===== src/rtl/pipeline_control.sv =====
// Pipelined MIPS control: ID decode, ID/EX -> EX/MEM -> MEM/WB control bundles,
// load-use stall, branch/jump flush, memory back-pressure freeze and event counters.
module pipeline_control #(
   parameter int REG_W     = 5,
   parameter int ALUOP_W   = 4,
   parameter int LINK_REG  = 31,
   parameter int HAZARD_EN = 1,
   parameter int CNT_W     = 16
) (
   input  logic               clk,
   input  logic               rst_n,
   input  logic               id_valid,
   input  logic [5:0]         id_opcode,
   input  logic [5:0]         id_func,
   input  logic [REG_W-1:0]   id_rs,
   input  logic [REG_W-1:0]   id_rt,
   input  logic [REG_W-1:0]   id_rd,
   input  logic               ex_take_branch,
   input  logic               mem_busy,
   output logic               pc_en,
   output logic               flush_ifid,
   output logic               id_jump,
   output logic               id_jump_r,
   output logic               id_illegal,
   output logic [ALUOP_W-1:0] ex_alu_op,
   output logic               ex_alu_src,
   output logic               ex_branch,
   output logic               ex_branch_not,
   output logic               ex_mem_read,
   output logic               ex_mem_write,
   output logic               ex_reg_write,
   output logic               ex_mem_to_reg,
   output logic               ex_byte,
   output logic               ex_jal,
   output logic [REG_W-1:0]   ex_dest,
   output logic               mem_mem_read,
   output logic               mem_mem_write,
   output logic               mem_reg_write,
   output logic               mem_mem_to_reg,
   output logic               mem_byte,
   output logic               mem_jal,
   output logic [REG_W-1:0]   mem_dest,
   output logic               wb_reg_write,
   output logic               wb_mem_to_reg,
   output logic               wb_jal,
   output logic [REG_W-1:0]   wb_dest,
   output logic [CNT_W-1:0]   stall_count,
   output logic [CNT_W-1:0]   flush_count
);

   typedef struct packed {
      logic [ALUOP_W-1:0] alu_op;
      logic               alu_src;
      logic               branch;
      logic               branch_not;
      logic               mem_read;
      logic               mem_write;
      logic               reg_write;
      logic               mem_to_reg;
      logic               byte_op;
      logic               jal;
      logic [REG_W-1:0]   dest;
   } ex_bundle_t;

   typedef struct packed {
      logic             mem_read;
      logic             mem_write;
      logic             reg_write;
      logic             mem_to_reg;
      logic             byte_op;
      logic             jal;
      logic [REG_W-1:0] dest;
   } mem_bundle_t;

   typedef struct packed {
      logic             reg_write;
      logic             mem_to_reg;
      logic             jal;
      logic [REG_W-1:0] dest;
   } wb_bundle_t;

   ex_bundle_t  dec_s, id_bundle_s, ex_d, ex_q;
   mem_bundle_t mem_d, mem_q;
   wb_bundle_t  wb_d, wb_q;
   logic [CNT_W-1:0] stall_cnt_d, stall_cnt_q, flush_cnt_d, flush_cnt_q;
   logic jump_s, jump_r_s, illegal_s, reads_rt_s, hazard_s;
   logic pc_en_s, flush_s, stall_apply_s;

   // Opcode decode into an EX-stage control bundle
   always_comb begin
      dec_s      = '0;
      jump_s     = 1'b0;
      jump_r_s   = 1'b0;
      illegal_s  = 1'b0;
      reads_rt_s = 1'b0;
      case (id_opcode)
         6'd0: begin
            dec_s.dest = id_rd;
            reads_rt_s = 1'b1;
            if (id_func == 6'd8) begin
               dec_s.reg_write = 1'b0;
               jump_r_s        = 1'b1;
            end else begin
               dec_s.reg_write = 1'b1;
               jump_r_s        = 1'b0;
            end
         end
         6'd35, 6'd32: begin
            dec_s.mem_read   = 1'b1;
            dec_s.mem_to_reg = 1'b1;
            dec_s.alu_src    = 1'b1;
            dec_s.reg_write  = 1'b1;
            dec_s.dest       = id_rt;
            dec_s.alu_op     = ALUOP_W'(4'b0010);
            dec_s.byte_op    = (id_opcode == 6'd32);
         end
         6'd43: begin
            dec_s.mem_write = 1'b1;
            dec_s.alu_src   = 1'b1;
            dec_s.alu_op    = ALUOP_W'(4'b0010);
            reads_rt_s      = 1'b1;
         end
         6'd4: begin
            dec_s.branch = 1'b1;
            dec_s.alu_op = ALUOP_W'(4'b0110);
            reads_rt_s   = 1'b1;
         end
         6'd5: begin
            dec_s.branch_not = 1'b1;
            dec_s.alu_op     = ALUOP_W'(4'b0110);
            reads_rt_s       = 1'b1;
         end
         6'd2: jump_s = 1'b1;
         6'd3: begin
            jump_s          = 1'b1;
            dec_s.jal       = 1'b1;
            dec_s.reg_write = 1'b1;
            dec_s.dest      = REG_W'(LINK_REG);
         end
         6'd8, 6'd12, 6'd13, 6'd14, 6'd10, 6'd15: begin
            dec_s.alu_src   = 1'b1;
            dec_s.reg_write = 1'b1;
            dec_s.dest      = id_rt;
            case (id_opcode)
               6'd8:    dec_s.alu_op = ALUOP_W'(4'b0010);
               6'd13:   dec_s.alu_op = ALUOP_W'(4'b0001);
               6'd14:   dec_s.alu_op = ALUOP_W'(4'b1101);
               6'd10:   dec_s.alu_op = ALUOP_W'(4'b0111);
               6'd15:   dec_s.alu_op = ALUOP_W'(4'b1110);
               default: dec_s.alu_op = ALUOP_W'(4'b0000);
            endcase
         end
         default: illegal_s = 1'b1;
      endcase
   end

   // r0 is never a real write target
   always_comb begin
      id_bundle_s           = dec_s;
      id_bundle_s.reg_write = dec_s.reg_write && (dec_s.dest != '0);
   end

   assign id_jump    = id_valid && jump_s;
   assign id_jump_r  = id_valid && jump_r_s;
   assign id_illegal = id_valid && illegal_s;

   assign hazard_s = (HAZARD_EN != 0) && id_valid && ex_q.mem_read && (ex_q.dest != '0) &&
                     ((ex_q.dest == id_rs) || (reads_rt_s && (ex_q.dest == id_rt)));

   // Priority: mem_busy freeze, then taken-branch flush, then load-use stall, then normal issue
   always_comb begin
      pc_en_s       = 1'b1;
      flush_s       = 1'b0;
      stall_apply_s = 1'b0;
      ex_d          = ex_q;
      mem_d         = mem_q;
      wb_d          = wb_q;
      if (mem_busy) begin
         pc_en_s = 1'b0;
      end else begin
         mem_d.mem_read   = ex_q.mem_read;
         mem_d.mem_write  = ex_q.mem_write;
         mem_d.reg_write  = ex_q.reg_write;
         mem_d.mem_to_reg = ex_q.mem_to_reg;
         mem_d.byte_op    = ex_q.byte_op;
         mem_d.jal        = ex_q.jal;
         mem_d.dest       = ex_q.dest;
         wb_d.reg_write   = mem_q.reg_write;
         wb_d.mem_to_reg  = mem_q.mem_to_reg;
         wb_d.jal         = mem_q.jal;
         wb_d.dest        = mem_q.dest;
         if (ex_take_branch) begin
            flush_s = 1'b1;
            ex_d    = '0;
         end else if (hazard_s) begin
            pc_en_s       = 1'b0;
            stall_apply_s = 1'b1;
            ex_d          = '0;
         end else begin
            flush_s = id_jump || id_jump_r;
            ex_d    = (id_valid && !illegal_s) ? id_bundle_s : '0;
         end
      end
   end

   // Saturating event counters
   always_comb begin
      stall_cnt_d = stall_cnt_q;
      flush_cnt_d = flush_cnt_q;
      if (stall_apply_s && (stall_cnt_q != {CNT_W{1'b1}})) begin
         stall_cnt_d = stall_cnt_q + CNT_W'(1);
      end else begin
         stall_cnt_d = stall_cnt_q;
      end
      if (flush_s && (flush_cnt_q != {CNT_W{1'b1}})) begin
         flush_cnt_d = flush_cnt_q + CNT_W'(1);
      end else begin
         flush_cnt_d = flush_cnt_q;
      end
   end

   // Stage registers and counters
   always_ff @(posedge clk or negedge rst_n) begin
      if (!rst_n) begin
         ex_q        <= '0;
         mem_q       <= '0;
         wb_q        <= '0;
         stall_cnt_q <= '0;
         flush_cnt_q <= '0;
      end else begin
         ex_q        <= ex_d;
         mem_q       <= mem_d;
         wb_q        <= wb_d;
         stall_cnt_q <= stall_cnt_d;
         flush_cnt_q <= flush_cnt_d;
      end
   end

   assign pc_en          = pc_en_s;
   assign flush_ifid     = flush_s;
   assign ex_alu_op      = ex_q.alu_op;
   assign ex_alu_src     = ex_q.alu_src;
   assign ex_branch      = ex_q.branch;
   assign ex_branch_not  = ex_q.branch_not;
   assign ex_mem_read    = ex_q.mem_read;
   assign ex_mem_write   = ex_q.mem_write;
   assign ex_reg_write   = ex_q.reg_write;
   assign ex_mem_to_reg  = ex_q.mem_to_reg;
   assign ex_byte        = ex_q.byte_op;
   assign ex_jal         = ex_q.jal;
   assign ex_dest        = ex_q.dest;
   assign mem_mem_read   = mem_q.mem_read;
   assign mem_mem_write  = mem_q.mem_write;
   assign mem_reg_write  = mem_q.reg_write;
   assign mem_mem_to_reg = mem_q.mem_to_reg;
   assign mem_byte       = mem_q.byte_op;
   assign mem_jal        = mem_q.jal;
   assign mem_dest       = mem_q.dest;
   assign wb_reg_write   = wb_q.reg_write;
   assign wb_mem_to_reg  = wb_q.mem_to_reg;
   assign wb_jal         = wb_q.jal;
   assign wb_dest        = wb_q.dest;
   assign stall_count    = stall_cnt_q;
   assign flush_count    = flush_cnt_q;

endmodule


===== config.mk =====
export PLATFORM = sky130hd
export DESIGN_NAME = pipeline_control
export DESIGN_NICKNAME = d
export VERILOG_FILES = /design/src/rtl/pipeline_control.sv
export SDC_FILE = /design/constraint.sdc
export NUM_CORES = 1
export LEC_CHECK = 0
export ABC_AREA = 1
export CORE_ASPECT_RATIO = 0.6
export CORE_MARGIN = 2
export CORE_UTILIZATION = 61
export DETAILED_ROUTE_END_ITERATION = 7
export DONT_BUFFER_PORTS = 1
export GPL_TIMING_DRIVEN = 0
export PLACE_DENSITY = 0.82
export SYNTH_ARGS = -nofsm -noshare
export SYNTH_HDL_FRONTEND = slang
export SYNTH_SLANG_ARGS = --single-unit

===== constraint.sdc =====
create_clock -name clk -period 2.66 [get_ports clk]
set_input_delay 0.133 -clock clk [delete_from_list [all_inputs] [get_ports clk]]
set_output_delay 0.133 -clock clk [all_outputs]
set_load 0.005 [all_outputs]

Yosys cells after proc, flatten, opt, wreduce, memory -nomap -nowiden. Cells that the tools add are included.

Word-level logic and storage cells: 99. Output and inout port bits: 74. Bits of input ports: 32. Bits in registers: 69.

Eq/ne operators: 18. Add/sub/neg operators: 2. Reduce and logical (&&, ||, !) cells: 26. Muxes and demuxes: 29.

Operators by type and width (number): $mux 18 (3); $eq 6x4->1 const B (7); $add 16x1->16 const B (2); $ne 16x16->1 const B (2); $mux 1 (21); $pmux 4 s5 (1); $eq 6x6->1 const B (3); $reduce_or 9->1 (2); $pmux 5 s3 (1); $reduce_or 14->1 (1); $eq 6x2->1 const B (2); $eq 6x3->1 const B (2); $pmux 4 s3 (1); $logic_and 1x1->1 (11); $eq 5x5->1 (2); $reduce_bool 5->1 (2); $reduce_or 8->1 (1); $logic_not 6->1 (1); $reduce_or 2->1 (3); $reduce_or 6->1 (1); $reduce_or 4->1 (1); $reduce_or 3->1 (1); $logic_or 1x1->1 (2); $mux 2 (1); $pmux 1 s2 (1).

Logic depth before layout (Yosys ltp). Gate-level depths: netlist of run 1.

Word-level depth: 10. Gate-level depth with buffers: 12. Depth with buffers taken out: 12.

Worst setup path after synthesis of run 1. No wires, ideal clock.

Path kind: register to register. From: reg flush_cnt_q[0] (netlist: flush_count[0]). To: reg flush_cnt_q[6] (netlist: flush_count[6]). Arrival: 1.746 ns. Library setup time: 0.066 ns. Period minus slack after synthesis: 1.811 ns. Stages on the path, launching flop included: 11. Slack: 0.849 ns. Buffers on the path: 2. Required time: 2.594 ns. Path through: dfrtp_1 > ha_1 > nand3_2 > nor2_2 > nand2_1 > or3_1 > buf_6 > nand4_4 > buf_8 > nand2_1 > nand2_1.

Cells in the longest elaborated chain, start to end: 2. Elaborated cells on any way between the ends: 3. Those cells by class: 1 x add/sub; 1 x eq/ne; 1 x reduce/logical.

Ends and longest elaborated chain: start: declaration (line 85) `logic [CNT_W-1:0] stall_cnt_d, stall_cnt_q, flush_cnt_d, flush_cnt_q;`; start signal: assignment (line 235) `flush_cnt_q <= flush_cnt_d;`; branches (longest 2 deep; another with $add 16x1->16).

Several ways; the timed one is not identified. A chain may end at the register's enable or synchronous reset.

Final worst setup path of run 1.
From: reg flush_cnt_q[0] (netlist: flush_count[0]). To: reg flush_cnt_q[12] (netlist: flush_count[12]).

The elaborated chain is that of the path after synthesis.

==> results of run 1 <==
==> path summary, 6_finish.rpt <==
check | startpoint | end
min | id_opcode[1] | ex_alu_op[3]
min reg2reg | wb_dest[4] | wb_dest[4]
max | flush_count[0] | flush_count[12]
max in group asynchronous | rst_n | flush_count[3]
max reg2reg | flush_count[0] | flush_count[12]
min in group asynchronous | rst_n | stall_count[12]
==> per-layer routing <==
metal  up-vias  global-route usage (%)
li1       1621                       -
met1      1601                    41.5
met2       145                    43.5
met3        11                    10.7
met4         0                    6.74
met5         -                       0
==> synth_stat cells, drive strengths merged (2+ instances only) <==
| cell | instances | area [sq um] |
|---|---|---|
| o21ai | 22 | 110 |
| xnor2 | 13 | 114 |
| nor3 | 11 | 65.1 |
| a31oi | 2 | 12.5 |
| clkbuf | 7 | 26.3 |
| xor2 | 21 | 184 |
| dfrtp | 67 | 1680 |
| o22ai | 4 | 25.0 |
| buf | 7 | 68.8 |
| nor2 | 43 | 194 |
| nand2 | 158 | 616 |
| ha | 2 | 25.0 |
| nand4 | 32 | 215 |
| nand3 | 40 | 220 |
| a21oi | 6 | 30.0 |
| nor4 | 2 | 12.5 |
| inv | 47 | 176 |
==> through the flow <==
step           util (%)  hold slack (ns)
6_report           70.0           0.0248
5_1_grt            70.0           0.0338
4_1_cts            70.0           0.0169
3_5_place_dp       64.5           -0.161
3_3_place_gp       64.5           -0.161
2_1_floorplan         -           -0.163
==> critical path: stages (launching register included) <==
cell	delay (ns)
sky130_fd_sc_hd__dfrtp_1	0.50
sky130_fd_sc_hd__ha_1	0.27
sky130_fd_sc_hd__nand3_2	0.12
sky130_fd_sc_hd__nor2_2	0.19
sky130_fd_sc_hd__nand2_1	0.06
sky130_fd_sc_hd__or3_1	0.32
sky130_fd_sc_hd__buf_6	0.15
sky130_fd_sc_hd__buf_2	0.19
sky130_fd_sc_hd__nand4_1	0.13
sky130_fd_sc_hd__nand2_1	0.06
==> power breakdown <==
part / switching [mW] / internal [mW]
registers: 0.0647 / 1.05
logic: 0.127 / 0.0741
clock network: 0.406 / 0.745
==> layout make-up <==
type                    instances  area, sq um  area share, %
flip-flops and latches         67         1680           39.5
clock buffers                  10          138           3.25
plain buffers                  14         95.1           2.24
well taps                      84          105           2.48
repair buffers                  4         57.6           1.36
inverters                      48          180           4.25
multi-input cells             360         1850           43.7
clock inverters                 6          136           3.22
==> logic make-up after synthesis <==
group | Yosys count
xor+xnor | 34
flops | 67
fa+ha+maj | 2
compound gates | 37
simple gates | 287
buf+inv | 62
==> layout by cell type (no fill, tap or decap), types with 10 or more instances in the layout <==
master and instances:
sky130_fd_sc_hd__nor2_1 34, sky130_fd_sc_hd__nand3_1 36, sky130_fd_sc_hd__nand4_1 31, sky130_fd_sc_hd__dfrtp_1 67, sky130_fd_sc_hd__o21ai_0 21, sky130_fd_sc_hd__clkbuf_8 10
sky130_fd_sc_hd__xnor2_1 13, sky130_fd_sc_hd__inv_1 47, sky130_fd_sc_hd__xor2_1 21, sky130_fd_sc_hd__nand2_1 151
==> repair_timing <==
| item | in CTS | in global routing |
|---|---|---|
| hold buffers | 4 | 0 |
| endpoints found under the hold margin | 71 | 0 |
| endpoints found under the setup margin | 0 | 0 |
==> results.rst, run 1 <==
.. list-table::
   :header-rows: 1

   * - Metric
     - Value
   * - Row count
     - 22
   * - DRT iter0 DRCs
     - 224
   * - Yosys cell types
     - 33
   * - Headroom to the max-slew limit
     - 65.1%
   * - VDD IR max
     - 447 uV
   * - Detail-routed via count per cell
     - 5.70
   * - Final antenna-violating net count
     - 0
   * - Worst skew pair latency
     - 0.34 ns
   * - Startpoint types
     - register
   * - Part of the cycle the worst path needs
     - 78.7%
   * - Dpl cell area
     - 0.00391 sq mm
   * - Static leakage
     - 2.08 nW
   * - Synthesized-area fraction occupied by ao, oa, aoi and oai cells
     - 5.26%
   * - Synth Net Count
     - 523
   * - TritonCTS Buffers
     - 9
   * - Worst r2r path cells
     - 9
   * - Number of nets in the layout
     - 538
   * - Setup bufs post-CTS
     - 0
   * - Critical path fanouts, max
     - 10
   * - Maximum number of pins on one net before global-route repair
     - 68
   * - Final setup violation count
     - 0
   * - Final Hold Violating Endpoints
     - 0
   * - Clk Tree Root Cell
     - sky130_fd_sc_hd__clkbuf_8
   * - CP Data Arrival Time
     - 2.32 ns
   * - Worst setup slack after placement
     - 0.583 ns
   * - Num ports
     - 106
   * - Detail-routed net length per standard cell
     - 15.9 um
   * - FMAX
     - 477 MHz
   * - Combinational family with the most area after synthesis
     - simple AND/OR/NAND/NOR gates
   * - Clk slew on worst S/H paths
     - 0.08 ns
   * - Gr ovfl total
     - 0
   * - Unrepaired setup endpoints after global routing
     - false
   * - Core Footprint
     - 0.00606 sq mm
   * - Tmin final
     - 2.09 ns
   * - Number of H-tree levels
     - 3
   * - Post-Place Cells
     - 573
   * - Post-synthesis sequential element count
     - 67
   * - Post-synth top flop
     - sky130_fd_sc_hd__dfrtp_1
   * - Pin slew with the least headroom to its limit
     - 0.524 ns
   * - Routed met3 length
     - 937 um
   * - Uppermost metal layer occupied by signal nets
     - met4
   * - EDFF count, synth
     - 0
   * - Count of unresolved DRC violations after routing
     - 0
   * - Power, Total
     - 2.46 mW
   * - YS warnings
     - 0
   * - First-pass GRT wire length
     - 15.8 mm
   * - WS Path Type
     - reg -> reg
   * - Die footprint
     - 0.00690 sq mm
   * - Xor and xnor area share after synthesis
     - 7.83%
   * - Final Instance Area
     - 0.00424 sq mm
   * - Multiplexer share of the synthesized area
     - 0%
   * - Filler cell count
     - 472
   * - CTS tree
     - yes
   * - Die height
     - 65.2 um
   * - Areal power density over the cells
     - 581 mW/mm^2
   * - Die width
     - 106 um
   * - Basic-gate share of the synthesized area counting and, or, nand and nor cells
     - 34.9%
   * - Count of TritonRoute iterations in the first routing pass
     - 5
   * - Hold crit path type
     - in -> reg
   * - Number of sinks handled by clock tree synthesis
     - 67
   * - Gpl congestion
     - 0.961
   * - Slew Viols, Final
     - 0
   * - PortBufs
     - 0
   * - R2R Setup Slk
     - 0.57 ns
   * - Sequential area share after synthesis
     - 44.1%
   * - Routed met2 length
     - 3.96 mm
   * - DP Wirelength
     - 6.95 mm
   * - Starting density of the core
     - 62.8%
   * - Fraction of the mapped netlist area in adder cells
     - 0.658%
   * - Final antenna diode count
     - 0
   * - Share of layout cells above drive strength 1
     - 9.23%
   * - Number of cells produced by synthesis
     - 489
   * - Hold Path Cell Cnt
     - 2
   * - Number of global-route vias before repair
     - 3,215
   * - Max Cap Violations
     - 0
   * - Number of antenna violations at the first check in global routing
     - 0
   * - Final std cells w/o fill
     - 593
   * - Total routed wire length on the met1 layer
     - 4.44 mm
   * - Post-CTS Resized
     - 0
   * - CP required
     - 2.88 ns
   * - Post-synthesis cell area
     - 0.00380 sq mm
   * - Setup_tns
     - 0 ns
   * - Skew final
     - 0.00965 ns
   * - PnR worst setup slack
     - 0.566 ns
   * - Layout overhead on the synthesized area
     - 11.5%
   * - Status
     - complete, no violations
   * - Total wirelength of the detailed-routed design
     - 9.42 mm
   * - DR vias
     - 3,378
   * - Sort of element at the end of the critical path
     - register
   * - Avg Cell Area, Syn
     - 7.78 sq um
   * - Largest buffer count on any clock path
     - 2
   * - Global router's overall resource usage
     - 29.4%
   * - Post-synth ARST share
     - 100%
Power figures use the tool's default switching activity.
==> run 2: changes to the inputs <==
ABC_AREA = 0   (was 1)
CORE_UTILIZATION = 57   (was 61)
PLACE_DENSITY = 0.8   (was 0.82)
clock period = 1.8 ns   (was 2.66 ns; I/O delays follow)
==> results.rst, run 2 <==
.. list-table::
   :header-rows: 1

   * - Metric
     - Value
   * - Status
     - finished with violations
   * - Violations in the final reports
     - setup timing
   * - Static leakage
     - 1.89 nW
   * - Total wirelength of the detailed-routed design
     - 9.35 mm
   * - Avg Cell Area, Syn
     - 10.4 sq um
   * - DRT iter0 DRCs
     - 141
   * - Final setup violation count
     - 51
   * - Die height
     - 65.4 um
   * - CTS tree
     - yes
   * - PnR worst setup slack
     - -0.543 ns
   * - Critical path fanouts, max
     - 6
   * - Row count
     - 22
   * - Post-synth ARST share
     - 100%
   * - Post-Place Cells
     - 429
   * - Sequential Area
     - 0.00168 sq mm
   * - Fraction of post-synthesis cell area in the top cell type by area
     - 46.9%
   * - FMAX
     - 427 MHz
   * - Post-synth top flop
     - sky130_fd_sc_hd__dfrtp_1
   * - Count of unresolved DRC violations after routing
     - 0
   * - Global router's overall resource usage
     - 26.9%
   * - Clk Tree Root Cell
     - sky130_fd_sc_hd__clkbuf_8
   * - Gpl congestion
     - 0.942
   * - Largest buffer count on any clock path
     - 2
   * - Bufs and invs on worst path
     - 0
   * - Sequential area share after synthesis
     - 46.9%
   * - Dominant cell by count in the synthesized netlist
     - sky130_fd_sc_hd__dfrtp_1
   * - Number of cells produced by synthesis
     - 345
   * - Unrepaired setup endpoints after global routing
     - true
   * - Number of sinks handled by clock tree synthesis
     - 67
   * - Number of global-route vias before repair
     - 2,813
   * - Num ports
     - 106
   * - Top cells by count, synth
     - 67 x sky130_fd_sc_hd__dfrtp_1, 42 x sky130_fd_sc_hd__nand2_1, 32 x sky130_fd_sc_hd__xnor2_1
   * - PortBufs
     - 0
   * - Top cell type by total area after synthesis
     - sky130_fd_sc_hd__dfrtp_1
   * - Clock network fraction of total power
     - 38.1%
   * - Sort of element at the end of the critical path
     - primary output
   * - Layout overhead on the synthesized area
     - 24.2%
   * - Post-synthesis cell area
     - 0.00358 sq mm
   * - Synth area leaders
     - sky130_fd_sc_hd__dfrtp_1 47%, sky130_fd_sc_hd__xnor2_1 7.8%, sky130_fd_sc_hd__mux2_2 5.7%
   * - Starting density of the core
     - 58.8%
   * - DR vias
     - 2,935
   * - CP Data Arrival Time
     - 2.25 ns
   * - Detail-routed net length per standard cell
     - 19.8 um
   * - Die footprint
     - 0.00694 sq mm
   * - Multi-input gate area in the final layout
     - 0.00203 sq mm
   * - Startpoint types
     - register
   * - Yosys cell types
     - 54
   * - Hold crit path type
     - in -> reg
   * - Number of H-tree levels
     - 3
   * - Fraction of the core area covered by cells at the end of the flow
     - 73.0%
   * - YS warnings
     - 0
   * - Skew final
     - 0.00963 ns
   * - Switching Power
     - 0.945 mW
   * - Chain of cells forming the critical path
     - or4_4, o21ai_4, or3_4, o32a_4, nor2b_4, and2b_1
   * - Die width
     - 106 um
   * - Max Cap Violations
     - 0
   * - Gr ovfl total
     - 0
   * - Critical-path cell with the highest stage delay
     - sky130_fd_sc_hd__or4_4
   * - Count of TritonRoute iterations in the first routing pass
     - 5
   * - Worst setup slack after placement
     - -0.599 ns
   * - Tmin final
     - 2.34 ns
   * - DP Wirelength
     - 6.04 mm
   * - Switching share of power
     - 28.3%
   * - Final std cells w/o fill
     - 472
   * - WS Path Type
     - reg -> out
   * - Cell internal power dissipation
     - 2.39 mW
   * - Core Footprint
     - 0.00608 sq mm
   * - Clk slew on worst S/H paths
     - 0.08 ns
   * - Number of antenna violations at the first check in global routing
     - 0
   * - CP required
     - 1.71 ns
   * - Areal power density over the cells
     - 752 mW/mm^2
   * - Headroom to the max-slew limit
     - 49.0%
   * - Most frequent cells in the layout
     - 62 x sky130_fd_sc_hd__dfrtp_1, 36 x sky130_fd_sc_hd__nand2_1, 29 x sky130_fd_sc_hd__xnor2_1
   * - Final antenna-violating net count
     - 0
   * - Post-synthesis sequential element count
     - 67
   * - EDFF count, synth
     - 0
   * - Detail-routed via count per cell
     - 6.22
   * - Maximum cell stage delay along the critical path
     - 0.56 ns
   * - Part of the power in registers
     - 50.2%
   * - Final Hold Violating Endpoints
     - 0
   * - Worst skew pair latency
     - 0.35 ns
   * - Maximum number of pins on one net before global-route repair
     - 68
   * - Top Family by Delay on Critical Path
     - simple AND/OR/NAND/NOR gates
   * - Slew Viols, Final
     - 0
   * - First-pass GRT wire length
     - 14.3 mm
   * - Filler cell count
     - 419
   * - Commonest non-fill, non-tap cell in the layout
     - sky130_fd_sc_hd__dfrtp_1
   * - VDD IR max
     - 666 uV
   * - Number of nets in the layout
     - 417
   * - TritonCTS Buffers
     - 9
   * - Share of layout cells above drive strength 1
     - 30.2%
   * - Part of the cycle the worst path needs
     - 130%
   * - Setup_tns
     - -22.22 ns
   * - Portion of total power attributed to combinational logic
     - 11.7%
   * - Synth Net Count
     - 379
   * - Final antenna diode count
     - 0
   * - Pin slew with the least headroom to its limit
     - 0.765 ns
==> run 2: what timing repair did <==
item,in CTS,in global routing
gates cloned,2,1
buffers inserted,6,4
gates resized for setup,32,35
hold endpoints to repair,76,0
hold buffers,14,0
pin swaps,13,31
endpoints found under the setup margin,51,52
==> run 2: final cells by class <==
cell class	count	area share, %
inverter	3	0.254
timing repair buffer	27	6.59
clock buffer	9	2.79
buffer	19	2.59
clock inverter	7	1.72
tap	84	2.37
sequential	67	37.9
multi-input combinational	256	45.8
==> run 2: path summary, 6_finish.rpt <==
check                      slack [ns]             end    startpoint  cells after the start
min                              0.08    ex_mem_write  id_opcode[0]                      2
max reg2reg                     -0.52  flush_count[5]    ex_dest[2]                      9
max in group asynchronous        1.23      ex_dest[3]         rst_n                      2
min reg2reg                      0.52      ex_alu_src    ex_alu_src                      2
min in group asynchronous        0.31      wb_dest[2]         rst_n                      2
max                             -0.54      flush_ifid    ex_dest[2]                      6
==> run 2: through the flow <==
| step | total power [mW] | hold WS (ns) | cell area [sq um] |
|---|---|---|---|
| floorplan | 1.90 | -0.206 | 3620 |
| global placement | 1.97 | -0.204 | 3720 |
| detailed placement | 1.99 | -0.204 | 3720 |
| CTS | 3.33 | 0.0205 | 4230 |
| global route | 3.47 | 0.0709 | 4440 |
| finish | 3.34 | 0.0767 | 4440 |
==> run 2: power by group through the flow <==
stage	clock network, mW	registers (mW)	logic, mW
after floorplan	0	1.67	0.229
after global placement	0	1.70	0.270
after CTS	1.29	1.68	0.366
after detailed placement	0	1.70	0.282
final	1.27	1.68	0.392
after global routing	1.35	1.69	0.428
==> run 2: cells by family (layout without fill, tap and decap cells) <==
kind of cell / after synthesis / in the layout / share of synthesized area (%)
buf+inv: 22 / 65 / 3.29
compound gates: 52 / 52 / 10.7
simple gates: 141 / 141 / 21.9
flops: 67 / 67 / 46.9
fa+ha+maj: 2 / 2 / 0.700
mux: 22 / 22 / 6.89
xor+xnor: 39 / 39 / 9.55
==> run 2: metal layers <==
metal | global-route usage, % | share of wire, % | up-vias
li1 | - | - | 1329
met1 | 37.0 | 45 | 1426
met2 | 40.4 | 44 | 161
met3 | 7.94 | 8.9 | 19
met4 | 10.0 | 1.8 | 0
met5 | 0 | 0 | -
==> run 3: changes to the inputs <==
CORE_ASPECT_RATIO = not set   (was 0.6)
==> results.rst, run 3 (synthesis gave the netlist of run 2 again) <==
.. list-table::
   :header-rows: 1

   * - Metric
     - Value
   * - Largest buffer count on any clock path
     - 2
   * - DR vias
     - 2,958
   * - Detail-routed net length per standard cell
     - 19.8 um
   * - Dpl cell area
     - 0.00371 sq mm
   * - Final antenna diode count
     - 0
   * - Starting density of the core
     - 59.7%
   * - Die width
     - 83.2 um
   * - FMAX
     - 433 MHz
   * - Worst skew pair latency
     - 0.34 ns
   * - Core Footprint
     - 0.00599 sq mm
   * - CP required
     - 1.71 ns
   * - Count of TritonRoute iterations in the first routing pass
     - 5
   * - Global router's overall resource usage
     - 27.0%
   * - Number of sinks handled by clock tree synthesis
     - 67
   * - First-pass GRT wire length
     - 15.2 mm
   * - Final setup violation count
     - 51
   * - Source of the worst register-to-register timing path
     - ex_dest[0]
   * - Clk slew on worst S/H paths
     - 0.08 ns
   * - Setup_tns
     - -16.00 ns
   * - Skew final
     - 0.00890 ns
   * - Final Hold Violating Endpoints
     - 0
   * - Post-Place Cells
     - 420
   * - CP Data Arrival Time
     - 2.22 ns
   * - R2R Setup Slk
     - -0.45 ns
   * - Reg2reg end
     - stall_count[12]
   * - Tmin final
     - 2.31 ns
   * - Sort of element at the end of the critical path
     - primary output
   * - VDD IR max
     - 620 uV
   * - Violations in the final reports
     - setup timing
   * - Pin slew with the least headroom to its limit
     - 0.659 ns
   * - Final Instance Area
     - 0.00442 sq mm
   * - DRT iter0 DRCs
     - 143
   * - TritonCTS Buffers
     - 9
   * - Number of nets in the layout
     - 419
   * - Number of antenna violations at the first check in global routing
     - 0
   * - Launching instance or port of the critical path
     - ex_dest[3]
   * - PortBufs
     - 0
   * - Headroom to the max-slew limit
     - 55.4%
   * - Number of global-route vias before repair
     - 3,028
   * - Commonest non-fill, non-tap cell in the layout
     - sky130_fd_sc_hd__dfrtp_1
   * - Layout overhead on the synthesized area
     - 23.7%
   * - Gpl congestion
     - 0.935
   * - Worst r2r path cells
     - 7
   * - Gr ovfl total
     - 0
   * - Static leakage
     - 1.87 nW
   * - Count of unresolved DRC violations after routing
     - 0
   * - Endpoint of the worst setup timing path
     - flush_ifid
   * - Number of H-tree levels
     - 3
   * - WS Path Type
     - reg -> out
   * - Part of the cycle the worst path needs
     - 128%
   * - Maximum number of pins on one net before global-route repair
     - 68
   * - Clk Tree Root Cell
     - sky130_fd_sc_hd__clkbuf_8
   * - Share of layout cells above drive strength 1
     - 30.3%
   * - Areal power density over the cells
     - 763 mW/mm^2
   * - Num ports
     - 106
   * - Most frequent cells in the layout
     - 62 x sky130_fd_sc_hd__dfrtp_1, 35 x sky130_fd_sc_hd__nand2_1, 32 x sky130_fd_sc_hd__xnor2_1
   * - Startpoint types
     - register
   * - Filler cell count
     - 392
   * - PnR worst setup slack
     - -0.511 ns
   * - Unrepaired setup endpoints after global routing
     - true
   * - Worst Hold Margin
     - 0.0448 ns
   * - Total wirelength of the detailed-routed design
     - 9.19 mm
   * - Critical path fanouts, max
     - 6
   * - Final std cells w/o fill
     - 465
   * - Detail-routed via count per cell
     - 6.36
   * - CTS tree
     - yes
   * - Die footprint
     - 0.00692 sq mm
   * - Die height
     - 83.2 um
   * - Hold crit path type
     - in -> reg
   * - Slew Viols, Final
     - 0
   * - Max Cap Violations
     - 0
   * - DP Wirelength
     - 5.86 mm
   * - Status
     - finished with violations
   * - Final antenna-violating net count
     - 0
   * - Row count
     - 28
[run 3: timing repair]
item	4_1_cts	5_1_grt
buffers inserted	12	3
gates cloned	3	0
pin swaps	27	19
setup endpoints to repair	51	52
gates resized for setup	39	27
hold buffers	12	2
endpoints found under the hold margin	73	1
[run 3: area by class of cell]
class | instances | area (sq um) | area share, %
well taps | 75 | 93.8 | 2.12
clock inverters | 5 | 60.1 | 1.36
multi-input cells | 256 | 2000 | 45.3
repair buffers | 30 | 315 | 7.13
inverters | 3 | 11.3 | 0.255
flip-flops and latches | 67 | 1680 | 38.0
plain buffers | 18 | 104 | 2.35
clock buffers | 11 | 151 | 3.42
[run 3: how the worst min path moves through the flow]
stage                             from             end  slack (ns)  depth (start not counted)
final                     id_opcode[4]    ex_alu_op[3]        0.04                          3
after global placement           rst_n  stall_count[3]       -0.20                          0
after global routing      id_opcode[4]    ex_alu_op[3]        0.06                          3
after floorplan                  rst_n    ex_alu_op[0]       -0.21                          0
after CTS                     id_rd[4]      ex_dest[4]       0.002                          2
after detailed placement         rst_n  stall_count[6]       -0.20                          0
[run 3: layer usage]
metal	global-route usage [%]	up-vias	part of all wire, %
met5	0	-	0
met4	8.79	0	3.1
li1	-	1327	-
met1	32.2	1447	37
met2	45.9	150	50
met3	8.85	34	9.1
[run 3: stage by stage]
| stage | total power, mW | util, % | worst slack (ns) |
|---|---|---|---|
| 2_1_floorplan | 1.90 | - | -0.165 |
| 3_3_place_gp | 1.96 | 61.9 | -0.505 |
| 3_5_place_dp | 1.97 | 61.9 | -0.535 |
| 4_1_cts | 3.38 | 72.3 | -0.496 |
| 5_1_grt | 3.52 | 73.8 | -0.577 |
| 6_report | 3.37 | 73.8 | -0.511 |
[run 3: power breakdown]
group          switching (mW)  internal [mW]  total [mW]
combinational           0.208          0.176       0.384
clock                   0.599          0.720        1.32
sequential             0.0971           1.57        1.67
total                   0.905           2.47        3.37
[run 3: worst max-delay path: stages, from the launching register on]
cell and delay (ns):
sky130_fd_sc_hd__dfrtp_2 0.47, sky130_fd_sc_hd__or4_4 0.56, sky130_fd_sc_hd__o21ai_4 0.20, sky130_fd_sc_hd__or3_4 0.16
sky130_fd_sc_hd__o32a_4 0.14, sky130_fd_sc_hd__nor2b_4 0.17, sky130_fd_sc_hd__and2b_1 0.18
